--- config.mk ---
export PLATFORM = sky130hd
export DESIGN_NAME = param_dataflow
export DESIGN_NICKNAME = d
export VERILOG_FILES = /design/src/rtl/param_dataflow.sv
export SDC_FILE = /design/constraint.sdc
export NUM_CORES = 1
export LEC_CHECK = 0
export BUFFER_PORTS_ARGS = -buffer_cell sky130_fd_sc_hd__buf_4
export CAP_MARGIN = 15
export CORE_MARGIN = 1
export CORE_UTILIZATION = 55
export CTS_BUF_LIST = sky130_fd_sc_hd__clkbuf_4
export CTS_CLUSTER_SIZE = 20
export DETAILED_ROUTE_END_ITERATION = 8
export GPL_ROUTABILITY_DRIVEN = 0
export HOLD_SLACK_MARGIN = 0.06
export PLACE_DENSITY = 0.76
export SLEW_MARGIN = 20
export SYNTH_ARGS = -nofsm -noshare
export SYNTH_HDL_FRONTEND = slang
export SYNTH_SLANG_ARGS = --single-unit
--- constraint.sdc ---
create_clock -name clk -period 7.65 [get_ports clk]
set_clock_uncertainty 0.2 [all_clocks]
set_input_delay 1.53 -clock clk [delete_from_list [all_inputs] [get_ports clk]]
set_output_delay 1.53 -clock clk [all_outputs]
set_load 0.01 [all_outputs]
--- src/rtl/param_dataflow.sv ---
// param_dataflow: parameterised register-transfer datapath driven by micro-ops.
// One micro-op moves a source onto an AW-wide internal bus and into a destination,
// optionally through the ALU (destination AC) and with AR/PC post-increment.
// Micro-ops touching memory run through a small IDLE -> MEM -> DONE handshake
// with an ack timeout; everything else completes in the accepting cycle.
//
// Ports:
//   clk, rst                   clock, asynchronous active-high reset
//   uop_valid / uop_ready      micro-op handshake
//   uop_src, uop_dst, uop_idx  bus source, bus destination, register index
//   uop_alu                    ALU op used when the destination is AC
//   uop_arinc, uop_pcinc       post-increment AR / PC on completion
//   mem_req, mem_we, mem_addr, mem_wdata, mem_rdata, mem_ack   memory port
//   ir_q, ac_q, r_sel_q, pc_q  architectural register views
//   z_q, c_q                   zero / carry flags
//   err                        sticky error (illegal micro-op or memory timeout)
module param_dataflow #(
    parameter int unsigned DW   = 8,
    parameter int unsigned AW   = 16,
    parameter int unsigned NREG = 4,
    parameter int unsigned TMO  = 15
) (
    input  logic                    clk,
    input  logic                    rst,
    input  logic                    uop_valid,
    output logic                    uop_ready,
    input  logic [2:0]              uop_src,
    input  logic [2:0]              uop_dst,
    input  logic [$clog2(NREG)-1:0] uop_idx,
    input  logic [2:0]              uop_alu,
    input  logic                    uop_arinc,
    input  logic                    uop_pcinc,
    output logic                    mem_req,
    output logic                    mem_we,
    output logic [AW-1:0]           mem_addr,
    output logic [DW-1:0]           mem_wdata,
    input  logic [DW-1:0]           mem_rdata,
    input  logic                    mem_ack,
    output logic [DW-1:0]           ir_q,
    output logic [DW-1:0]           ac_q,
    output logic [DW-1:0]           r_sel_q,
    output logic [AW-1:0]           pc_q,
    output logic                    z_q,
    output logic                    c_q,
    output logic                    err
);

    localparam int unsigned IW = $clog2(NREG);
    localparam int unsigned TW = $clog2(TMO + 1);

    localparam logic [2:0] SRC_PC  = 3'd0, SRC_DRL = 3'd1, SRC_DRH = 3'd2, SRC_R  = 3'd3,
                           SRC_AC  = 3'd4, SRC_MEM = 3'd5, SRC_TR  = 3'd6;
    localparam logic [2:0] DST_AR  = 3'd0, DST_PC  = 3'd1, DST_DR  = 3'd2, DST_R  = 3'd3,
                           DST_AC  = 3'd4, DST_MEM = 3'd5, DST_IR  = 3'd6, DST_TR = 3'd7;

    typedef enum logic [1:0] {S_IDLE, S_MEM, S_DONE} state_t;

    state_t          state, state_nxt;
    logic [AW-1:0]   ar, pc, bus;
    logic [DW-1:0]   dr, ir, tr, ac, wdata, b_op;
    logic [DW-1:0]   r [NREG];
    logic            z, c, err_r;
    logic [TW-1:0]   tmo_cnt;
    logic [DW:0]     alu_res;

    // Micro-op fields held for the duration of a memory access
    logic [2:0]      l_src, l_dst, l_alu;
    logic [IW-1:0]   l_idx;
    logic            l_arinc, l_pcinc, l_we;

    logic [2:0]      sel_src, sel_dst, sel_alu;
    logic [IW-1:0]   sel_idx;
    logic            sel_arinc, sel_pcinc;
    logic            commit, start_mem, set_err, tmo_inc;
    logic            is_mem, illegal;

    // Live fields in IDLE, latched fields while the memory access completes
    always_comb begin
        if (state == S_MEM) begin
            sel_src = l_src;   sel_dst = l_dst;   sel_alu = l_alu;
            sel_idx = l_idx;   sel_arinc = l_arinc; sel_pcinc = l_pcinc;
        end else begin
            sel_src = uop_src; sel_dst = uop_dst; sel_alu = uop_alu;
            sel_idx = uop_idx; sel_arinc = uop_arinc; sel_pcinc = uop_pcinc;
        end
    end

    // Internal bus: DRH places DR in the second byte lane, unused sources read 0
    always_comb begin
        bus = '0;
        case (sel_src)
            SRC_PC:  bus = pc;
            SRC_DRL: bus = AW'(dr);
            SRC_DRH: bus = AW'(dr) << DW;
            SRC_R:   bus = AW'(r[sel_idx]);
            SRC_AC:  bus = AW'(ac);
            SRC_MEM: bus = AW'(mem_rdata);
            SRC_TR:  bus = AW'(tr);
            default: bus = '0;
        endcase
    end

    // ALU: bit DW is carry-out for add and borrow for sub, 0 otherwise
    always_comb begin
        b_op    = bus[DW-1:0];
        alu_res = '0;
        case (sel_alu)
            3'd0:    alu_res = {1'b0, b_op};
            3'd1:    alu_res = {1'b0, ac} + {1'b0, b_op};
            3'd2:    alu_res = {1'b0, ac} - {1'b0, b_op};
            3'd3:    alu_res = {1'b0, ac & b_op};
            3'd4:    alu_res = {1'b0, ac | b_op};
            3'd5:    alu_res = {1'b0, ac ^ b_op};
            3'd6:    alu_res = {1'b0, ~ac};
            default: alu_res = '0;
        endcase
    end

    assign is_mem  = (uop_src == SRC_MEM) || (uop_dst == DST_MEM);
    assign illegal = (uop_src == SRC_MEM) && (uop_dst == DST_MEM);

    // State register
    always_ff @(posedge clk or posedge rst) begin
        if (rst) state <= S_IDLE;
        else     state <= state_nxt;
    end

    // Next state and control
    always_comb begin
        state_nxt = state;
        uop_ready = 1'b0;
        mem_req   = 1'b0;
        commit    = 1'b0;
        start_mem = 1'b0;
        set_err   = 1'b0;
        tmo_inc   = 1'b0;
        case (state)
            S_IDLE: begin
                uop_ready = !rst;
                if (uop_valid) begin
                    if (illegal) begin
                        set_err = 1'b1;
                    end else if (is_mem) begin
                        start_mem = 1'b1;
                        state_nxt = S_MEM;
                    end else begin
                        commit = 1'b1;
                    end
                end
            end
            S_MEM: begin
                mem_req = 1'b1;
                if (mem_ack) begin
                    commit    = 1'b1;
                    state_nxt = S_DONE;
                end else if (tmo_cnt == TW'(TMO - 1)) begin
                    set_err   = 1'b1;
                    state_nxt = S_DONE;
                end else begin
                    tmo_inc = 1'b1;
                end
            end
            S_DONE:  state_nxt = S_IDLE;
            default: state_nxt = S_IDLE;
        endcase
    end

    // Datapath registers
    always_ff @(posedge clk or posedge rst) begin
        if (rst) begin
            ar <= '0; pc <= '0; dr <= '0; ir <= '0; tr <= '0; ac <= '0;
            z <= 1'b0; c <= 1'b0; err_r <= 1'b0; tmo_cnt <= '0; wdata <= '0;
            l_src <= '0; l_dst <= '0; l_alu <= '0; l_idx <= '0;
            l_arinc <= 1'b0; l_pcinc <= 1'b0; l_we <= 1'b0;
            for (int i = 0; i < NREG; i++) r[i] <= '0;
        end else begin
            if (set_err) err_r <= 1'b1;
            if (start_mem) begin
                l_src <= uop_src; l_dst <= uop_dst; l_alu <= uop_alu; l_idx <= uop_idx;
                l_arinc <= uop_arinc; l_pcinc <= uop_pcinc;
                l_we    <= (uop_dst == DST_MEM);
                wdata   <= bus[DW-1:0];
                tmo_cnt <= '0;
            end else if (tmo_inc) begin
                tmo_cnt <= tmo_cnt + TW'(1);
            end
            if (commit) begin
                case (sel_dst)
                    DST_AR:  ar <= bus;
                    DST_PC:  pc <= bus;
                    DST_DR:  dr <= bus[DW-1:0];
                    DST_R:   r[sel_idx] <= bus[DW-1:0];
                    DST_AC: begin
                        ac <= alu_res[DW-1:0];
                        z  <= (alu_res[DW-1:0] == '0);
                        c  <= alu_res[DW];
                    end
                    DST_IR:  ir <= bus[DW-1:0];
                    DST_TR:  tr <= bus[DW-1:0];
                    default: ;
                endcase
                // A load into the same register takes priority over its increment
                if (sel_arinc && sel_dst != DST_AR) ar <= ar + AW'(1);
                if (sel_pcinc && sel_dst != DST_PC) pc <= pc + AW'(1);
            end
        end
    end

    assign mem_we    = mem_req && l_we;
    assign mem_addr  = ar;
    assign mem_wdata = wdata;
    assign ir_q      = ir;
    assign ac_q      = ac;
    assign r_sel_q   = r[uop_idx];
    assign pc_q      = pc;
    assign z_q       = z;
    assign c_q       = c;
    assign err       = err_r;

endmodule
==> summary.md <==
| Metric | Value |
|---|---|
| Initial Utilization | 56.7% |
| Clock slew at reported path FFs | 0.12 ns |
| Clock Tree Buf Depth | 2 |
| Total Wirelength | 22.3 mm |
| Avg Cell Area, Syn | 8.77 µm² |
| Layout cells sized above 1 | 19.2% |
| Hold Path Depth | 2 |
| Worst EP required | 7.94 ns |
| Fill cells | 1206 |
| Placed Instance Area | 8740 µm² |
| Die area | 14900 µm² |
| Fmax | 180 MHz |
| # port buffers | 94 |
| Setup crit end kind | flop |
| Post-CTS setup buffer count | 0 |
| Hold buffers post-CTS | 0 |
| Die X | 122 µm |
| Root buf cell | clkbuf_4 |
| Asr flop ratio synth | 100% |
| Pwr Total | 3.27 mW |
| Most common cell after layout, fill and taps aside | nand2_1 |
| # setup viols final | 0 |
| Largest cells by area after synthesis | dfrtp_1 40%, o21ai_0 6.8%, nand2_1 6.3% |
| EDFF count, synth | 0 |
| Crit-path max FO | 30 |
| Ant diodes | 0 |
| Lkg Pwr | 4.05 nW |
| Worst hold path class | flop to flop |
| Slew of the pin with the lowest slew margin | 1.04 ns |
| DRC violations left | 0 |
| Final nets | 1040 |
| Post-synth cell types | 62 |
| Period utilisation layout | 72.5% |
| Drt pass-1 iters | 7 |
| # IOs | 95 |
| Commonest cells after routing, fill and taps aside | 133 x nand2_1, 127 x dfrtp_1, 110 x buf_4, 108 x o21ai_0, 90 x nor2_1 |
| Worst VDD drop | 0.000186 V |
| First-pass GRT wire length | 36.1 mm |
| Die height | 122 µm |
| Setup CP Type | flop to flop |
| Synthesized netlist cell count | 901 |
| Max-cap violations | 0 |
| Wirelength per Cell | 19.0 µm |
| Final instance area | 8970 µm² |
| R2R cell count | 16 |
| # placed instances | 1142 |
| Cell Pwr Density | 364 nW/µm² |
| RSZ-0062 raised after global routing | no |
| DP HPWL | 16.0 mm |
| Setup_tns | 0 ns |
| Top_reg_cell synth | dfrtp_1 |
| Drt via density | 6.15 |
| Post-route ant nets | 0 |
| Syn nets | 960 |
| Row count | 43 |
| Iter 0 DRT Violations | 744 |
| Largest net degree at the start of global routing | 82 |
| CTS Buf Count | 17 |
| Max H-tree Level | 4 |
| Total global-route track usage | 32.0% |
| Post-synth top area cell | dfrtp_1 |
| Core area | 13900 µm² |
| Final non-filler cell total | 1174 |
| Min Tclk post-route | 5.55 ns |
| Seq/Total Area, Yosys | 40.2% |
| Yosys top cell area share | 40.2% |
| Synthesized area | 7900 µm² |
| Initial antenna violation count | 0 |
| Setup crit start kind | flop |
| Worst skew pair latency | 0.60 ns |
| DR vias | 7218 |
| Clock Sinks | 127 |
| Syn. warnings | 0 |
| Area delta synth->final | 13.6% |
| Final Hold Fails | 0 |
| Fin. max-slew vios | 0 |
| Vias in the first global route | 6866 |
| WP data arrival | 5.83 ns |
| Post-CTS Resized | 0 |
| Total gr overflow | 0 |
| Outcome | complete, no violations |
| TritonCTS clock tree | done |
| Synth Register Bits | 127 |
| Slew headroom | 30.4% |
==> sequential cells by signal, summed over array words and instances (netlist names) <==
register	count
ac_q	8
c_q	1
dr	8
err	1
ir_q	8
l_alu	3
l_arinc	1
l_dst	3
l_idx	2
l_pcinc	1
l_src	3
l_we	1
mem_addr	16
mem_wdata	8
pc_q	16
r	32
state	2
tmo_cnt	4
tr	8
z_q	1
==> worst max-delay path: stages (launching register included) <==
cell and delay (ns):
dfrtp_1 0.47, nand2b_4 0.35, inv_2 0.41, mux2_4 0.46, and2_1 0.37, a221oi_2 0.79
and2_1 0.28, a21oi_1 0.10, xnor2_1 0.16, ha_1 0.33, and3_1 0.16, a211oi_1 0.39
o21bai_1 0.12, a21oi_1 0.20, xor2_1 0.16, o221ai_1 0.17, mux2_2 0.33
==> metal layers <==
metal	GRT usage, %	share of wire (%)
met4	12.2	2.6
met2	49.2	46
met1	44.4	43
met3	6.69	8.5
met5	0	0
==> cells in the mapped netlist, types with 14 or more instances <==
cell      number
mux4_2        16
clkbuf_1      41
nor2_1        90
inv_1         27
ha_1          33
and3_1        14
o21ai_0      108
dfrtp_1      127
a22oi_1       22
nor3_1        16
mux2i_1       16
nand3_1       21
nand2_1      133
a21oi_1       85
==> worst paths after layout <==
check	from	end	slack, ns
worst min-delay path	l_pcinc$_DFFE_PP0P_	l_pcinc$_DFFE_PP0P_	0.29
min in group asynchronous	rst	tr[2]$_DFFE_PP0P_	0.81
worst max register to register	state[1]$_DFFE_PP0P_	ac_q[7]$_DFFE_PP0P_	2.10
max in group asynchronous	rst	mem_addr[14]$_DFFE_PP0P_	5.31
worst min register to register	l_pcinc$_DFFE_PP0P_	l_pcinc$_DFFE_PP0P_	0.29
worst max-delay path	state[1]$_DFFE_PP0P_	ac_q[7]$_DFFE_PP0P_	2.10
==> layout make-up <==
cell class | instances | area, µm² | share of cell area (%)
flip-flops and latches | 127 | 3180 | 35.4
clock buffers | 17 | 128 | 1.42
repair buffers | 111 | 837 | 9.33
clock inverters | 15 | 97.6 | 1.09
multi-input cells | 689 | 4380 | 48.8
well taps | 180 | 225 | 2.51
inverters | 35 | 134 | 1.49
==> stage by stage <==
stage | hold slack, ns | setup WS (ns) | utilization (%)
after detailed placement | 0.261 | 1.82 | 62.7
final | 0.290 | 2.10 | 64.4
after global placement | 0.256 | 1.88 | 62.7
after global routing | 0.324 | 1.78 | 64.4
after CTS | 0.291 | 2.22 | 64.3
after floorplan | 0.242 | 1.71 | -
==> logic make-up (layout without fill, tap and decap cells) <==
group           Yosys count  in the layout  synth area share, %
mux                      37             37                 7.43
fa+ha+maj                34             34                 5.48
flops                   127            127                 40.2
buf+inv                  85            178                 4.48
simple gates            317            317                 18.2
xor+xnor                 17             17                 1.88
compound gates          284            284                 22.3
==> report_power, final <==
| part | switching [mW] | internal (mW) | total [mW] |
|---|---|---|---|
| combinational | 0.899 | 0.741 | 1.64 |
| sequential | 0.294 | 0.931 | 1.22 |
| clock | 0.277 | 0.124 | 0.401 |
| total | 1.47 | 1.80 | 3.27 |
Power figures use the tool's default switching activity.
